### src/rtl/cpu_pkg.sv
// Shared definitions for the 8-bit accumulator CPU: FSM encodings,
// opcode constants and the default program-counter width.
package cpu_pkg;

  localparam int CPU_PC_W = 8;

  typedef logic [2:0] seq_state_t;

  localparam logic [2:0] S_IDLE   = 3'd0;
  localparam logic [2:0] S_FETCH  = 3'd1;
  localparam logic [2:0] S_DECODE = 3'd2;
  localparam logic [2:0] S_EXEC   = 3'd3;
  localparam logic [2:0] S_MEM    = 3'd4;
  localparam logic [2:0] S_FAULT  = 3'd5;

  // Opcode field is instr[7:3]; instr[2:0] selects the operand register.
  localparam logic [4:0] OP_LI     = 5'd1;
  localparam logic [4:0] OP_LD     = 5'd2;
  localparam logic [4:0] OP_ST     = 5'd3;
  localparam logic [4:0] OP_INC    = 5'd4;
  localparam logic [4:0] OP_GETACC = 5'd5;
  localparam logic [4:0] OP_SETACC = 5'd6;

endpackage

### src/rtl/cpu_sequencer_if.sv
// Instruction- and data-memory bus between the sequencer (master) and the
// memories (slave).
//
// Handshake: a request (imem_req / dmem_req) is held high with its
// address / write-enable stable until the matching ack is seen high in the
// same cycle; the transfer completes on that cycle. An ack may coincide with
// the first request cycle (zero-wait). An ack with no request is ignored.
interface cpu_sequencer_if #(parameter int PC_W = 8);
  logic            imem_req;
  logic [PC_W-1:0] imem_addr;
  logic            imem_ack;
  logic [7:0]      imem_rdata;
  logic            dmem_req;
  logic            dmem_we;
  logic            dmem_ack;

  modport master (
    output imem_req, imem_addr, dmem_req, dmem_we,
    input  imem_ack, imem_rdata, dmem_ack
  );

  modport slave (
    input  imem_req, imem_addr, dmem_req, dmem_we,
    output imem_ack, imem_rdata, dmem_ack
  );
endinterface

### src/rtl/seq_timeout_ctr.sv
// Wait-state counter for the sequencer's bus waits. Only instantiated when
// SEQ_TIMEOUT_EN is defined. expired is high on the TIMEOUT-th waiting cycle.
module seq_timeout_ctr #(
  parameter int TIMEOUT = 15
) (
  input  logic clk,
  input  logic reset,
  input  logic clr,
  input  logic en,
  output logic expired
);
  localparam int CW = $clog2(TIMEOUT + 1);

  logic [CW-1:0] count;

  assign expired = (count == CW'(TIMEOUT - 1));

  // Count waiting cycles; saturate once expired, restart on clear.
  always_ff @(posedge clk) begin
    if (reset || clr) begin
      count <= '0;
    end else if (en && !expired) begin
      count <= count + 1'b1;
    end
  end
endmodule

### src/rtl/cpu_sequencer.sv
// Multi-cycle control FSM for the 8-bit accumulator CPU:
// FETCH -> DECODE -> EXEC (one cycle) or MEM (req/ack) -> next FETCH.
// Optional bus-wait timeout with an absorbing FAULT state: define SEQ_TIMEOUT_EN.
module cpu_sequencer
  import cpu_pkg::*;
#(
  parameter int PC_W    = CPU_PC_W,
  parameter int TIMEOUT = 15
) (
  input  logic                   clk,
  input  logic                   reset,
  input  logic                   run,
  cpu_sequencer_if.master        mem,
  output logic [7:0]             instr,
  input  logic                   is_mem_op,
  input  logic                   mem_rw,
  output logic                   reg_we,
  output logic [PC_W-1:0]        pc,
  output logic [2:0]             state_o,
  output logic                   fault
);

  seq_state_t state;
  seq_state_t state_nxt;
  logic [7:0] ir_q;
  logic       wait_expired;
  logic       imem_done;
  logic       dmem_done;

  // Acks only count in the state that issued the matching request.
  assign imem_done = (state == S_FETCH) && mem.imem_ack;
  assign dmem_done = (state == S_MEM) && mem.dmem_ack;

`ifdef SEQ_TIMEOUT_EN
  logic waiting;

  assign waiting = (state == S_FETCH) || (state == S_MEM);

  seq_timeout_ctr #(.TIMEOUT(TIMEOUT)) u_timeout (
    .clk     (clk),
    .reset   (reset),
    .clr     (!waiting || imem_done || dmem_done),
    .en      (waiting && !imem_done && !dmem_done),
    .expired (wait_expired)
  );

  assign fault = (state == S_FAULT);
`else
  assign wait_expired = 1'b0;
  assign fault        = 1'b0;
`endif

  // Next-state decode; run is only looked at between instructions.
  always_comb begin
    state_nxt = state;
    case (state)
      S_IDLE:   if (run) state_nxt = S_FETCH;
      S_FETCH: begin
        if (imem_done)         state_nxt = S_DECODE;
        else if (wait_expired) state_nxt = S_FAULT;
      end
      S_DECODE: state_nxt = is_mem_op ? S_MEM : S_EXEC;
      S_EXEC:   state_nxt = run ? S_FETCH : S_IDLE;
      S_MEM: begin
        if (dmem_done)         state_nxt = run ? S_FETCH : S_IDLE;
        else if (wait_expired) state_nxt = S_FAULT;
      end
      S_FAULT:  state_nxt = S_FAULT;
      default:  state_nxt = S_IDLE;
    endcase
  end

  // State, program counter and instruction register.
  always_ff @(posedge clk) begin
    if (reset) begin
      state <= S_IDLE;
      pc    <= '0;
      ir_q  <= '0;
    end else begin
      state <= state_nxt;
      if (imem_done) ir_q <= mem.imem_rdata;
      // pc wraps modulo 2^PC_W by construction.
      if ((state == S_EXEC) || dmem_done) pc <= pc + 1'b1;
    end
  end

  // Bus and strobe outputs decode directly from the current state.
  assign mem.imem_req  = (state == S_FETCH);
  assign mem.imem_addr = pc;
  assign mem.dmem_req  = (state == S_MEM);
  assign mem.dmem_we   = (state == S_MEM) && mem_rw;
  assign reg_we        = (state == S_EXEC) || (dmem_done && !mem_rw);
  assign instr         = ir_q;
  assign state_o       = state;

endmodule
### src/flat_wrapper.sv
// flat-port wrapper written by rule: the top's interface ports become plain ports
module cpu_sequencer_flat import cpu_pkg::*;
#(
  parameter int PC_W    = CPU_PC_W,
  parameter int TIMEOUT = 15
)
  (clk, reset, run, instr, is_mem_op, mem_rw, reg_we, pc, state_o, fault, mem_imem_req, mem_imem_addr, mem_dmem_req, mem_dmem_we, mem_imem_ack, mem_imem_rdata, mem_dmem_ack);
  cpu_sequencer_if #(.PC_W(PC_W)) mem_i ();
  input  logic clk;
  input  logic reset;
  input  logic run;
  output logic [7:0] instr;
  input  logic is_mem_op;
  input  logic mem_rw;
  output logic reg_we;
  output logic [PC_W-1:0] pc;
  output logic [2:0] state_o;
  output logic fault;
  output wire logic [$bits(mem_i.imem_req)-1:0] mem_imem_req;
  output wire logic [$bits(mem_i.imem_addr)-1:0] mem_imem_addr;
  output wire logic [$bits(mem_i.dmem_req)-1:0] mem_dmem_req;
  output wire logic [$bits(mem_i.dmem_we)-1:0] mem_dmem_we;
  input wire logic [$bits(mem_i.imem_ack)-1:0] mem_imem_ack;
  input wire logic [$bits(mem_i.imem_rdata)-1:0] mem_imem_rdata;
  input wire logic [$bits(mem_i.dmem_ack)-1:0] mem_dmem_ack;
  assign mem_imem_req = mem_i.imem_req;
  assign mem_imem_addr = mem_i.imem_addr;
  assign mem_dmem_req = mem_i.dmem_req;
  assign mem_dmem_we = mem_i.dmem_we;
  assign mem_i.imem_ack = mem_imem_ack;
  assign mem_i.imem_rdata = mem_imem_rdata;
  assign mem_i.dmem_ack = mem_dmem_ack;
  cpu_sequencer #(.PC_W(PC_W), .TIMEOUT(TIMEOUT)) u_core (.clk(clk), .reset(reset), .run(run), .mem(mem_i), .instr(instr), .is_mem_op(is_mem_op), .mem_rw(mem_rw), .reg_we(reg_we), .pc(pc), .state_o(state_o), .fault(fault));
endmodule
### config.mk
export PLATFORM = sky130hd
export DESIGN_NAME = cpu_sequencer_flat
export DESIGN_NICKNAME = d
export VERILOG_FILES = /design/src/rtl/cpu_pkg.sv /design/src/rtl/cpu_sequencer_if.sv /design/src/rtl/seq_timeout_ctr.sv /design/src/rtl/cpu_sequencer.sv /design/src/flat_wrapper.sv
export SDC_FILE = /design/constraint.sdc
export NUM_CORES = 1
export LEC_CHECK = 0
export ABC_CLOCK_PERIOD_IN_PS = 1400
export CAP_MARGIN = 10
export CELL_PAD_IN_SITES_DETAIL_PLACEMENT = 1
export CELL_PAD_IN_SITES_GLOBAL_PLACEMENT = 2
export CORE_MARGIN = 3
export CORE_UTILIZATION = 21
export DETAILED_ROUTE_END_ITERATION = 8
export PLACE_DENSITY_LB_ADDON = 0.3
export SETUP_SLACK_MARGIN = 0.15
export SLEW_MARGIN = 20
export SYNTH_ARGS = -nofsm -noshare
export SYNTH_HDL_FRONTEND = slang
export SYNTH_HIERARCHICAL = 1
export SYNTH_SLANG_ARGS = --single-unit
### constraint.sdc
create_clock -name clk -period 1.4 [get_ports clk]
set_input_delay 0.14 -clock clk [delete_from_list [all_inputs] [get_ports clk]]
set_output_delay 0.14 -clock clk [all_outputs]
set_load 0.02 [all_outputs]
==> impl_results.md <==
* Clock Latency Late Sink at 0.25 ns
* Worst-case clock buffer depth at 2
* Number of rows in the core area at 25
* Clock period minus worst slack at 1.42 ns
* RSZ-0062 raised after global routing: yes
* GRT overflow at 0
* Endpoint type of the worst setup path: flop
* Critical path peak fanout at 6
* Most common library cell in the layout ignoring fill and taps: sky130_fd_sc_hd__dlygate4sd2_1
* Maximum number of pins on one net before global-route repair at 15
* Height of the chip at 77.2 um
* Setup WS pre-CTS at -0.321 ns
* Highest clock rate at 707 MHz
* DRC violation total after the first TritonRoute iteration at 40
* Wire length of the first global-routing pass at approximately 5600 um
* Syn Std Cell Area at about 1100 um2
* Number of antenna violations at the first check in global routing at 0
* Crit path kind: reg -> reg
* Required arrival time at the worst endpoint at 1.55 ns
* Total cell area at the placement stage at 1680 um2
* Violations in the final reports: setup timing
* DRC violation count after routing at 0
* Final RePlAce weighted congestion at 0.802
* Leading cell types in the layout, fill and taps excluded: sky130_fd_sc_hd__dlygate4sd2_1 (23), sky130_fd_sc_hd__nor2_1 (19), sky130_fd_sc_hd__buf_4 (15)
* Number of ports placed on the die boundary at 47
* Global routing usage summed across all routing layers at 11.4%
* Final setup violation count at 3
* Count of H-tree levels built during CTS at 1
* Distinct cells, synth at 35
* Register-to-register setup slack at -0.02 ns
* Core area at 4820 um2
* Die outline area at 5960 um2
* Vias in the first global route at ~1.2k
* Crit path buf inv count at 1
* Number of non-filler instances in the completed layout at 242
* Number of nets in the final layout at between 150 and 200
* Hold slack final at 0.502 ns
* Number of buffers added by the clock tree synthesis step at 3
* Clock transition at the registers of the reported paths at 0.07 ns
* Share of the cycle needed by the critical path after routing at 101%
* Via total after detailed routing at 1072
* Maximum Capacitance Violations at 0
* Proportion of layout cells with a drive suffix above 1 at 37.7%
* Sum of routed wire length over all layers at 3420 um
* Count of yosys warnings during synthesis at 6
* Critical Path Start Type: flop
* Cell leakage power at 0.819 nW
* Power density normalized to cell area at 747 nW/um2
* Cell area after layout at 1860 um2
* Number of diodes at 0
* Synth Register Bits at 19
* IO Port Bufs at 45
* Placed Cells at roughly 230
* Cells after Synth at 120
* Post-synthesis net count at ~140
* Clock Tree Root: sky130_fd_sc_hd__clkbuf_8
* Classification of the worst-slack hold path: in -> reg
* Number of enable-type register cells in the synthesized netlist at 0
* Max Slew Vio Count at 0
* Status: finished with violations
* CP arrival at 1.56 ns
* Hold Fails Final Rpt at 0
* Mean routed wirelength per cell at between 10 and 15 um
* Area added between synthesis and finish at 74.4%
* TritonCTS clock tree: yes
* Number of hold-repair buffers added at the cts stage at 0
* Number of vias per cell after detailed routing at 4.43
* Final HPWL DP at about 2400 um
* Slowest cell on the critical path: sky130_fd_sc_hd__dfxtp_4
* Starting density of the core at approximately 22%
* Setup TNS Final at -0.0299 ns
* Register area share after synthesis at a little over a third
* Number of clock sinks at 19
* Die Span X at 77.2 um
* Number of detailed-route iterations in the first pass at 3
* Crit path setup slack, layout at -0.0151 ns
* Crit-path max cell delay at 0.38 ns
* Post-route antenna net violation count at 0
* Mapped Avg Cell Area at 8.87 um2
* Cell family contributing the most delay on the critical path: flip-flops
* Share of async-settable or async-resettable flops after synthesis at 0%
* Final worst clock skew at 0.00149 ns
* Dominant synthesized flop cell: sky130_fd_sc_hd__dfxtp_1
* Cell-by-cell trace of the critical path: nand4bb_4 -> buf_6 -> a21oi_2 -> mux2_2
* Worst vdd ir at slightly below 500 uV
==> where the power goes <==
group          total, W  switching, W  leakage [nW]  internal, W
clock          0.000385      0.000188        0.0255     0.000198
combinational  0.000412      0.000192         0.635     0.000220
sequential     0.000590     0.0000267         0.159     0.000564
==> metrics by stage <==
step	power (W)	util, %
finish	0.00139	38.5
global route	0.00147	38.5
CTS	0.00138	36.7
detailed placement	0.000968	34.9
global placement	0.000959	34.9
floorplan	0.000788	-
==> cell usage after synthesis, types with 2 or more instances <==
library cell | count | area [um2]
sky130_fd_sc_hd__a211oi_1 | 3 | 22.5
sky130_fd_sc_hd__a21oi_1 | 5 | 25.0
sky130_fd_sc_hd__and4bb_2 | 2 | 25.0
sky130_fd_sc_hd__buf_4 | 12 | 90.1
sky130_fd_sc_hd__clkbuf_1 | 2 | 7.51
sky130_fd_sc_hd__dfxtp_1 | 19 | 380
sky130_fd_sc_hd__inv_1 | 3 | 11.3
sky130_fd_sc_hd__mux2_2 | 5 | 56.3
sky130_fd_sc_hd__mux2i_1 | 8 | 80.1
sky130_fd_sc_hd__nand3_1 | 4 | 20.0
sky130_fd_sc_hd__nand4_1 | 3 | 18.8
sky130_fd_sc_hd__nor2_1 | 21 | 78.8
sky130_fd_sc_hd__nor2b_1 | 5 | 31.3
sky130_fd_sc_hd__nor3_1 | 3 | 15.0
sky130_fd_sc_hd__nor3b_1 | 2 | 15.0
sky130_fd_sc_hd__o21ai_0 | 3 | 15.0
sky130_fd_sc_hd__or2b_1 | 2 | 15.0
==> timing repair <==
| action | CTS | global route |
|---|---|---|
| resized for setup | 64 | 22 |
| setup buffers | 3 | 3 |
| pin swaps | 3 | 5 |
| endpoints found under the setup margin | 46 | 26 |
==> metal layers <==
metal,up-vias,global-route usage (%),wire length (um),share of wire [%]
met5,-,0,0,0
met4,0,3.74,68,2.0
met3,6,3.52,130,3.8
met2,35,18.5,1660,48
met1,513,14.2,1570,46
li1,518,-,-,-
==> state kept, by name, indices dropped and copies added, names as in the netlist <==
register,cells
u_core/instr,8
u_core/mem.imem_addr,8
u_core/state_o,3
==> path summary, 6_finish.rpt <==
| kind | from | endpoint | cells after the start |
|---|---|---|---|
| setup / recovery | u_core/state_o[1] | u_core/mem.imem_addr[4] | 4 |
| setup reg to reg | u_core/state_o[1] | u_core/mem.imem_addr[4] | 4 |
| hold / removal | mem_imem_rdata[1] | u_core/instr[1] | 3 |
| hold reg to reg | u_core/instr[2] | u_core/instr[2] | 2 |
==> area by class of cell <==
cell class                      instances  area (um2)
Clock buffer                            3        41.3
Multi-Input combinational cell         82         702
Tap cell                               67        83.8
Sequential cell                        19         402
Fill cell                             584        2960
Inverter                                3        11.3
Clock inverter                          1        5.00
Timing Repair Buffer                   67         612
==> cells by family after synthesis <==
| family | synth area share, % |
|---|---|
| other cells | 0.352 |
| buf+inv | 11.8 |
| flops | 35.7 |
| compound gates | 10.6 |
| simple gates | 26.6 |
| mux | 13.9 |
| fa+ha+maj | 1.17 |
==> worst min-delay path: stages <==
cell	delay, ns
sky130_fd_sc_hd__clkdlybuf4s50_1	0.39
sky130_fd_sc_hd__mux2i_1	0.13
sky130_fd_sc_hd__nor2_1	0.05
No activity file was read; power rests on OpenSTA's default activity.
